$ cat src/rtl/valu_issue_ctrl_pkg.sv
// Shared encodings for the vector ALU issue controller: opcode, function
// codes, latency classes, FSM states, lane widths and the zero-lane helper.
package valu_issue_ctrl_pkg;

  localparam logic [5:0] OPC_RTYPE = 6'b101010;

  localparam logic [5:0] VAND   = 6'b000001;
  localparam logic [5:0] VOR    = 6'b000010;
  localparam logic [5:0] VXOR   = 6'b000011;
  localparam logic [5:0] VNOT   = 6'b000100;
  localparam logic [5:0] VMOV   = 6'b000101;
  localparam logic [5:0] VADD   = 6'b000110;
  localparam logic [5:0] VSUB   = 6'b000111;
  localparam logic [5:0] VMULEU = 6'b001000;
  localparam logic [5:0] VMULOU = 6'b001001;
  localparam logic [5:0] VSLL   = 6'b001010;
  localparam logic [5:0] VSRL   = 6'b001011;
  localparam logic [5:0] VSRA   = 6'b001100;
  localparam logic [5:0] VRTTH  = 6'b001101;
  localparam logic [5:0] VDIV   = 6'b001110;
  localparam logic [5:0] VMOD   = 6'b001111;
  localparam logic [5:0] VSQEU  = 6'b010000;
  localparam logic [5:0] VSQOU  = 6'b010001;
  localparam logic [5:0] VSQRT  = 6'b010010;

  localparam logic [1:0] WW_8  = 2'b00;
  localparam logic [1:0] WW_16 = 2'b01;
  localparam logic [1:0] WW_32 = 2'b10;
  localparam logic [1:0] WW_64 = 2'b11;

  typedef enum logic [1:0] {
    CLS_SIMPLE,
    CLS_MUL,
    CLS_DIV,
    CLS_SQRT
  } lat_class_t;

  typedef enum logic [1:0] {
    ST_IDLE,
    ST_EXEC,
    ST_RESULT
  } state_t;

  // True when any lane of v (lane size selected by ww) is all zeros.
  function automatic logic any_zero_lane(input logic [63:0] v, input logic [1:0] ww);
    logic z;
    z = 1'b0;
    case (ww)
      WW_8:    for (int i = 0; i < 8; i++) if (v[i*8 +: 8] == 8'd0) z = 1'b1;
      WW_16:   for (int i = 0; i < 4; i++) if (v[i*16 +: 16] == 16'd0) z = 1'b1;
      WW_32:   for (int i = 0; i < 2; i++) if (v[i*32 +: 32] == 32'd0) z = 1'b1;
      default: z = (v == 64'd0);
    endcase
    return z;
  endfunction

endpackage

$ cat src/rtl/valu_issue_ctrl_lat_decode.sv
// Combinational instruction classifier: legality, latency (minus one, so a
// 16-cycle class still fits the 4-bit counter) and divide-by-zero lane flag.
module valu_issue_ctrl_lat_decode
  import valu_issue_ctrl_pkg::*;
#(
  parameter int unsigned LAT_SIMPLE = 1,
  parameter int unsigned LAT_MUL    = 2,
  parameter int unsigned LAT_DIV    = 8,
  parameter int unsigned LAT_SQRT   = 8
) (
  input  logic [5:0]  opcode,
  input  logic [5:0]  func,
  input  logic [1:0]  ww,
  input  logic [63:0] rb,
  output logic        legal,
  output logic        div_zero,
  output logic [3:0]  lat_m1
);

  lat_class_t lat_class;

  // Classify the function code and derive the per-class latency.
  always_comb begin
    legal = (opcode == OPC_RTYPE) && (func != 6'd0) && (func <= VSQRT);
    case (func)
      VMULEU, VMULOU, VSQEU, VSQOU: lat_class = CLS_MUL;
      VDIV, VMOD:                   lat_class = CLS_DIV;
      VSQRT:                        lat_class = CLS_SQRT;
      default:                      lat_class = CLS_SIMPLE;
    endcase
    case (lat_class)
      CLS_MUL:  lat_m1 = 4'(LAT_MUL - 1);
      CLS_DIV:  lat_m1 = 4'(LAT_DIV - 1);
      CLS_SQRT: lat_m1 = 4'(LAT_SQRT - 1);
      default:  lat_m1 = 4'(LAT_SIMPLE - 1);
    endcase
    div_zero = (lat_class == CLS_DIV) && any_zero_lane(rb, ww);
  end

endmodule

$ cat src/rtl/valu_issue_ctrl.sv
// Issue/sequencing controller for the 64-bit vector ALU. Holds one
// instruction's operands steady for its latency, captures the result and
// presents it to writeback; illegal instructions complete immediately.
//
// state     | meaning
// ST_IDLE   | nothing in flight, ready for decode
// ST_EXEC   | operands driven to ALU, counting down latency
// ST_RESULT | result held on out_* until writeback takes it
module valu_issue_ctrl
  import valu_issue_ctrl_pkg::*;
#(
  parameter int unsigned LAT_SIMPLE = 1,  // each LAT_* must be 1..16
  parameter int unsigned LAT_MUL    = 2,
  parameter int unsigned LAT_DIV    = 8,
  parameter int unsigned LAT_SQRT   = 8
) (
  input  logic        clk,
  input  logic        reset,
  input  logic        flush,
  input  logic        in_valid,
  output logic        in_ready,
  input  logic [0:5]  in_opcode,
  input  logic [0:5]  in_func,
  input  logic [0:1]  in_ww,
  input  logic [0:4]  in_rd,
  input  logic [0:63] in_rA,
  input  logic [0:63] in_rB,
  output logic [0:63] alu_rA,
  output logic [0:63] alu_rB,
  output logic [0:5]  alu_func,
  output logic [0:5]  alu_opcode,
  output logic [0:1]  alu_ww,
  input  logic [0:63] alu_out,
  output logic        out_valid,
  input  logic        out_ready,
  output logic [0:63] out_data,
  output logic [0:4]  out_rd,
  output logic        out_err,
  output logic        busy
);

  state_t     state;
  logic [3:0] cnt;
  logic [4:0] rd_q;
  logic       div_zero_q;
  logic       legal;
  logic       div_zero;
  logic [3:0] lat_m1;
  logic       accept;

  valu_issue_ctrl_lat_decode #(
    .LAT_SIMPLE (LAT_SIMPLE),
    .LAT_MUL    (LAT_MUL),
    .LAT_DIV    (LAT_DIV),
    .LAT_SQRT   (LAT_SQRT)
  ) u_lat_decode (
    .opcode   (in_opcode),
    .func     (in_func),
    .ww       (in_ww),
    .rb       (in_rB),
    .legal    (legal),
    .div_zero (div_zero),
    .lat_m1   (lat_m1)
  );

  // Accept when idle, or when the held result leaves this same cycle.
  always_comb begin
    in_ready = ~reset & ((state == ST_IDLE) | ((state == ST_RESULT) & out_ready));
    accept   = in_valid & in_ready & ~flush;
    busy     = (state != ST_IDLE);
  end

  // Issue FSM, latency counter, operand and result registers.
  always_ff @(posedge clk or posedge reset) begin
    if (reset) begin
      state      <= ST_IDLE;
      cnt        <= '0;
      rd_q       <= '0;
      div_zero_q <= 1'b0;
      alu_rA     <= '0;
      alu_rB     <= '0;
      alu_func   <= '0;
      alu_opcode <= '0;
      alu_ww     <= '0;
      out_valid  <= 1'b0;
      out_data   <= '0;
      out_rd     <= '0;
      out_err    <= 1'b0;
    end else if (flush) begin
      // alu_* deliberately kept so the ALU inputs do not glitch on abort
      state     <= ST_IDLE;
      out_valid <= 1'b0;
      out_err   <= 1'b0;
      cnt       <= '0;
    end else if (accept) begin
      if (legal) begin
        alu_rA     <= in_rA;
        alu_rB     <= in_rB;
        alu_func   <= in_func;
        alu_opcode <= in_opcode;
        alu_ww     <= in_ww;
        rd_q       <= in_rd;
        div_zero_q <= div_zero;
        cnt        <= lat_m1;
        out_valid  <= 1'b0;
        out_err    <= 1'b0;
        state      <= ST_EXEC;
      end else begin
        // illegal ops bypass the ALU and report straight away
        out_valid <= 1'b1;
        out_data  <= '0;
        out_rd    <= in_rd;
        out_err   <= 1'b1;
        cnt       <= '0;
        state     <= ST_RESULT;
      end
    end else begin
      case (state)
        ST_EXEC: begin
          if (cnt == 4'd0) begin
            out_data  <= alu_out;
            out_valid <= 1'b1;
            out_rd    <= rd_q;
            out_err   <= div_zero_q;
            state     <= ST_RESULT;
          end else begin
            cnt <= cnt - 4'd1;
          end
        end
        ST_RESULT: begin
          if (out_ready) begin
            out_valid <= 1'b0;
            state     <= ST_IDLE;
          end
        end
        ST_IDLE: state <= ST_IDLE;
        default: state <= ST_IDLE;
      endcase
    end
  end

endmodule

$ cat config.mk
export PLATFORM = sky130hd
export DESIGN_NAME = valu_issue_ctrl
export DESIGN_NICKNAME = d
export VERILOG_FILES = /design/src/rtl/valu_issue_ctrl_pkg.sv /design/src/rtl/valu_issue_ctrl_lat_decode.sv /design/src/rtl/valu_issue_ctrl.sv
export SDC_FILE = /design/constraint.sdc
export NUM_CORES = 1
export LEC_CHECK = 0
export BUFFER_PORTS_ARGS = -buffer_cell sky130_fd_sc_hd__buf_2
export CAP_MARGIN = 20
export CORE_AREA = 2 2 170 172
export DETAILED_ROUTE_END_ITERATION = 8
export DIE_AREA = 0 0 172 174
export PLACE_DENSITY = 0.68
export SLEW_MARGIN = 20
export SYNTH_ARGS = -nofsm -noshare
export SYNTH_HDL_FRONTEND = slang
export SYNTH_SLANG_ARGS = --single-unit
$ cat constraint.sdc
create_clock -name clk -period 12.6 [get_ports clk]
set_clock_uncertainty 0.05 [all_clocks]
set_input_delay 3.15 -clock clk [delete_from_list [all_inputs] [get_ports clk]]
set_output_delay 3.15 -clock clk [all_outputs]
set_load 0.01 [all_outputs]
Yosys cells after proc, flatten, opt, wreduce, memory -nomap -nowiden
Cells that the tools add are included.
{ "classes": {"n_addsub": 1, "n_lt_le_gt_ge": 1, "eq_ne": 19, "mux": 46, "bitwise_logic": 7, "reduce_logical": 37} }
{ "op_table": {"columns": ["operator", "count"], "rows": [
  ["64-bit 2-to-1 mux", 4],
  ["16-bit logical NOT", 4],
  ["32-bit logical NOT", 2],
  ["64-bit logical NOT", 1],
  ["8-bit logical NOT", 8],
  ["6-bit by 4-bit == test with 1-bit output (second input constant)", 4],
  ["1-bit 2-to-1 mux", 23],
  ["4-bit 2-to-1 mux", 5],
  ["5-bit 2-to-1 mux", 4],
  ["6-bit by 5-bit == test with 1-bit output (second input constant)", 3],
  ["2-bit 2-to-1 mux", 5],
  ["2-bit == test (second input constant)", 4],
  ["4-bit != test (second input constant)", 2],
  ["2-bit by 1-bit == test with 1-bit output (second input constant)", 3],
  ["6-bit == test (second input constant)", 1],
  ["6-bit by 5-bit less-or-equal comparator with 1-bit output (second input constant)", 1],
  ["2-bit one-hot mux with 3 select lines", 1],
  ["3-bit one-hot mux with 2 select lines", 1],
  ["2-bit AND reduction", 3],
  ["3-bit AND reduction", 2],
  ["2-bit nonzero test", 3],
  ["3-bit nonzero test", 2],
  ["6-bit nonzero test", 1],
  ["1-bit bitwise AND", 4],
  ["15 further kinds", 20]
]} }
{ "word_totals": {"ff_bits": 225, "inputBits": 216, "output_inout_bits": 215, "word_cells": 124} }

Logic depth before layout (Yosys ltp)
{ "logic_depth": {"word_depth": 11, "ltp_mapped": 11, "mapped_depth_nobuf": 8} }

Modules after synthesis
From an unflattened synthesis, not the netlist that was laid out.
{ "hier_totals": {"hier_cells": 677, "area_unflattened_um2": 9465.3} }
{ "by_module_without_submodules": {"columns": ["mod", "n_inst", "cells_per_inst", "area_per_inst_um2", "seq_area_each_um2"], "rows": [
  ["valu_issue_ctrl", 1, 619, 9107.5, 5630.4],
  ["valu_issue_ctrl_lat_decode", 1, 58, 357.8, 0.0]
]} }

Worst setup path before layout
OpenSTA, ideal clock, no wires.
{ "synth_timing": {"path_type": "input-to-output", "startpoint": "input port reset", "endpoint": "output port in_ready", "arrival_ns": 8.401, "required_time_ns": 9.400, "setup_slack_ns": 0.999, "stages": 2, "n_path_buf": 0, "cell_sequence": "inv_1 and2_1"} }
{ "synth_between": {"elab_chain_cells": 2} }
{ "synth_rtl": {"columns": ["item", "line", "source"], "rows": [
  ["start: declaration", "valu_issue_ctrl.sv:18", "input logic reset,"],
  ["1-bit inverter", "valu_issue_ctrl.sv:68", "in_ready = ~reset & ((state == ST_IDLE) | ((state == ST_RESULT) & out_ready));"],
  ["1-bit bitwise AND", "valu_issue_ctrl.sv:68", null],
  ["end: declaration", "valu_issue_ctrl.sv:21", "output logic in_ready,"]
]} }
Every way passes these cells.

Worst setup path after layout
Ends and elaborated chain as after synthesis.

==> flow_summary.yaml <==
cells_and_area:
  syn_to_final_growth_pct: 36.8
  final_net_count: 1373
  mostFrequentLayoutCells: "buf_2 (430), dfrtp_1 (225), nand2_1 (145)"
  stdcell_count: 1556
  multi_input_area_sq_um: 3190
  utilization_pct: 44.0
  layout_commonest_cell: "buf_2"
  fillers: 2759
  drive_gt1_share_pct: 44.8
  seq_area_sq_um: 5630
  finalInstanceArea_sq_um: 12400
drt:
  drt-wirelength-per-cell_um: 15.5
  vias: 6985
  drt_wl_total_mm: 24.0
  drtIter0Drc: 251
  dr.pass1.iters: 5
  post-route-drc-count: 0
  ant_nets: 0
  post_drt_via_cell_ratio: 4.49
critical_path:
  path_cells: "buf_2, inv_8, and2_1, buf_2"
  rr_worst_depth: 9
  crit_start: "reset"
  cpLargestDelayFamily: "buffers and inverters"
  worst_path_most_repeated_cell: "buf_2"
  required_ns: 9.40
  crit_buf_inv: 3
  worst_setup_path_end_kind: "output port"
  worst-setup-path-type: "input port to output port"
  slowest_delay_ns: 0.37
  critPathLaunchType: "input port"
  r2r_end: "rd_q[4]"
  critPathSlowestCell: "inv_8"
  endpoint: "in_ready"
  crit_cells: 4
  reg2reg_from: "state[0]"
  arrival_ns: 4.12
  path_max_fanout: 87
  r2r_slack_ns: 8.93
hold_path:
  hold_path_class: "flop to flop"
clock_tree:
  cts_setup_buffers: 0
  clk_path_buf_depth: 3
  cts_hold_buf: 0
  ctsHtreeMaxLevel: 1
  cts_resized: 0
  root_buffer: "clkbuf_16"
  clk_latency_ns: 0.52
  numCtsBuffers: 25
  cts.sinks: 225
  cts_tree: "built"
  clk_pin_slew_ns: 0.06
timing:
  report.final.slew_viol_count: 0
  finalSetupViolCount: 0
  post-route-period-util_pct: 58.1
  worst_pin_slew_ns: 1.06
  setup_ws_ns: 5.28
  grt_setup_unrepaired: "no"
  slew_headroom_pct: 29.6
  fmax_mhz: 137
  hold_violations: 0
  period_needed_ns: 7.32
  setup_tns_ns: 0
synthesis:
  synthArstFlopShare_pct: 100
  synth_top_cell_area_share_pct: 62.0
  avgSynthCellArea_sq_um: 12.4
  synth_cell_types: 46
  yosys_warnings: 0
  synth_edf_count: 0
  ys_top_cells_by_area: "dfrtp_1 (62%), mux2_1 (12%), nand2_1 (6.0%)"
  ys_seq_elements: 225
  ys.flop_type: "dfrtp_1"
  netlist_area_sq_um: 9080
  yosysSeqAreaShare_pct: 62.0
  synth_cells: 730
  yosysTopAreaCell: "dfrtp_1"
  syn-num-nets: 951
placed_design:
  hpwl_mm: 17.6
  dp_slack_ns: 5.25
  placed_cell_area_sq_um: 11500
  numPortBuffers: 430
  place.gp.congestion: 0.835
  dp.cells: 1509
power:
  power.internal_uw: 1340
  seq_power_share_pct: 45.1
  switching_power_uw: 420
  pwr-share-clk_pct: 44.3
  power_frac_comb_pct: 10.6
  power_density_nw_per_um2: 141
  sw_frac_of_total_pct: 23.9
  vdd_drop_max_v: 0.000103
  leakagePower_uw: 0.00717
floorplan:
  die_area_sq_um: 29900
  start_util_pct: 32.2
  die_w_um: 172
  io-pin-count: 431
  fp.dieH_um: 174
  design.core.area_sq_um: 28200
  fp-row-count: 62
status:
  status: "finished clean"
global_routing:
  first_global_vias: 7073
  grt_pass1_wl_mm: 37.0
  antenna_found_initial: 2
  grt_usage_pct: 15.4
  grt_overflow: 0
  grt_max_degree: 127
run:
  maxCapViolCount: 0
## routing by layer
metal	global-route usage [%]	routed length [um]	vias up
met5	0	13	-
met4	5.71	764	2
met3	3.80	1870	58
met2	26.1	11600	266
met1	18.8	9760	3294
li1	-	-	3365
## synth_stat cells (4+ instances only)
library cell and number:
o21ai_1 6, nor2b_1 5, dfrtp_1 225, mux2i_1 6
nor3_1 4, nand2_1 145, nand2b_1 5, nand4_1 6
buf_2 10, clkbuf_1 14, nor2_1 7, buf_4 13
ha_1 5, inv_1 10, mux2_1 100, nor4_1 16
mux2_2 40, o21ai_0 67, a21oi_1 4
## kinds of logic (layout without fill, tap and decap cells)
kind of cell    Yosys count  count (layout)  share of synthesized area (%)
flops                   225             225                           62.0
simple gates            203             203                           10.0
mux                     146             146                           18.0
compound gates           98              98                           6.09
buf+inv                  51             492                           3.04
fa+ha+maj                 5               5                          0.689
xor+xnor                  2               2                          0.193
other cells               0               1                              0
## area by class of cell
type	count	area share, %
clock buffers	36	5.61
repair buffers	436	17.7
multi-input cells	454	25.6
diodes	1	0.0201
well taps	384	3.87
inverters	10	0.362
clock inverters	10	1.49
flip-flops and latches	225	45.3
## sequential cells by signal (all words and copies together) (netlist names)
name	count
rd_q	5
out_rd	5
state	2
div_zero_q	1
alu_rB	64
alu_opcode	6
out_err	1
out_valid	1
cnt	4
alu_ww	2
alu_rA	64
alu_func	6
out_data	64
## worst reg2reg max path, cell delays in order, from the launching register on
cell	delay, ns
dfrtp_1	0.40
inv_1	0.09
ha_1	0.19
a21o_1	0.17
and3_4	0.24
nand2b_2	0.10
nor3_4	0.17
buf_4	0.77
buf_4	0.90
mux2_2	0.47
## how the worst min path moves through the flow
| stage | startpoint | endpoint | slack (ns) | cells past startpoint |
|---|---|---|---|---|
| 3_3_place_gp | alu_opcode[0] | alu_opcode[0] | 0.40 | 1 |
| 5_1_grt | alu_opcode[4] | alu_opcode[4] | 0.43 | 1 |
| 6_report | alu_opcode[2] | alu_opcode[2] | 0.41 | 1 |
| 4_1_cts | alu_opcode[2] | alu_opcode[2] | 0.42 | 1 |
| 3_5_place_dp | alu_opcode[2] | alu_opcode[2] | 0.40 | 1 |
| 2_1_floorplan | rd_q[0] | rd_q[0] | 0.41 | 1 |
## power by group through the flow
stage	Clock (uW)	Combinational [uW]	Sequential (uW)
after floorplan	0	61.4	828
after global placement	0	186	803
after detailed placement	0	190	805
after CTS	801	190	792
after global routing	831	210	798
final	778	187	792
## per-stage QoR
step | power, uW | hold WS (ns)
final | 1760 | 0.414
after global routing | 1840 | 0.428
after detailed placement | 995 | 0.403
after global placement | 989 | 0.401
after CTS | 1780 | 0.417
after floorplan | 889 | 0.408
Note: power is estimated with default switching activity, not from simulation.
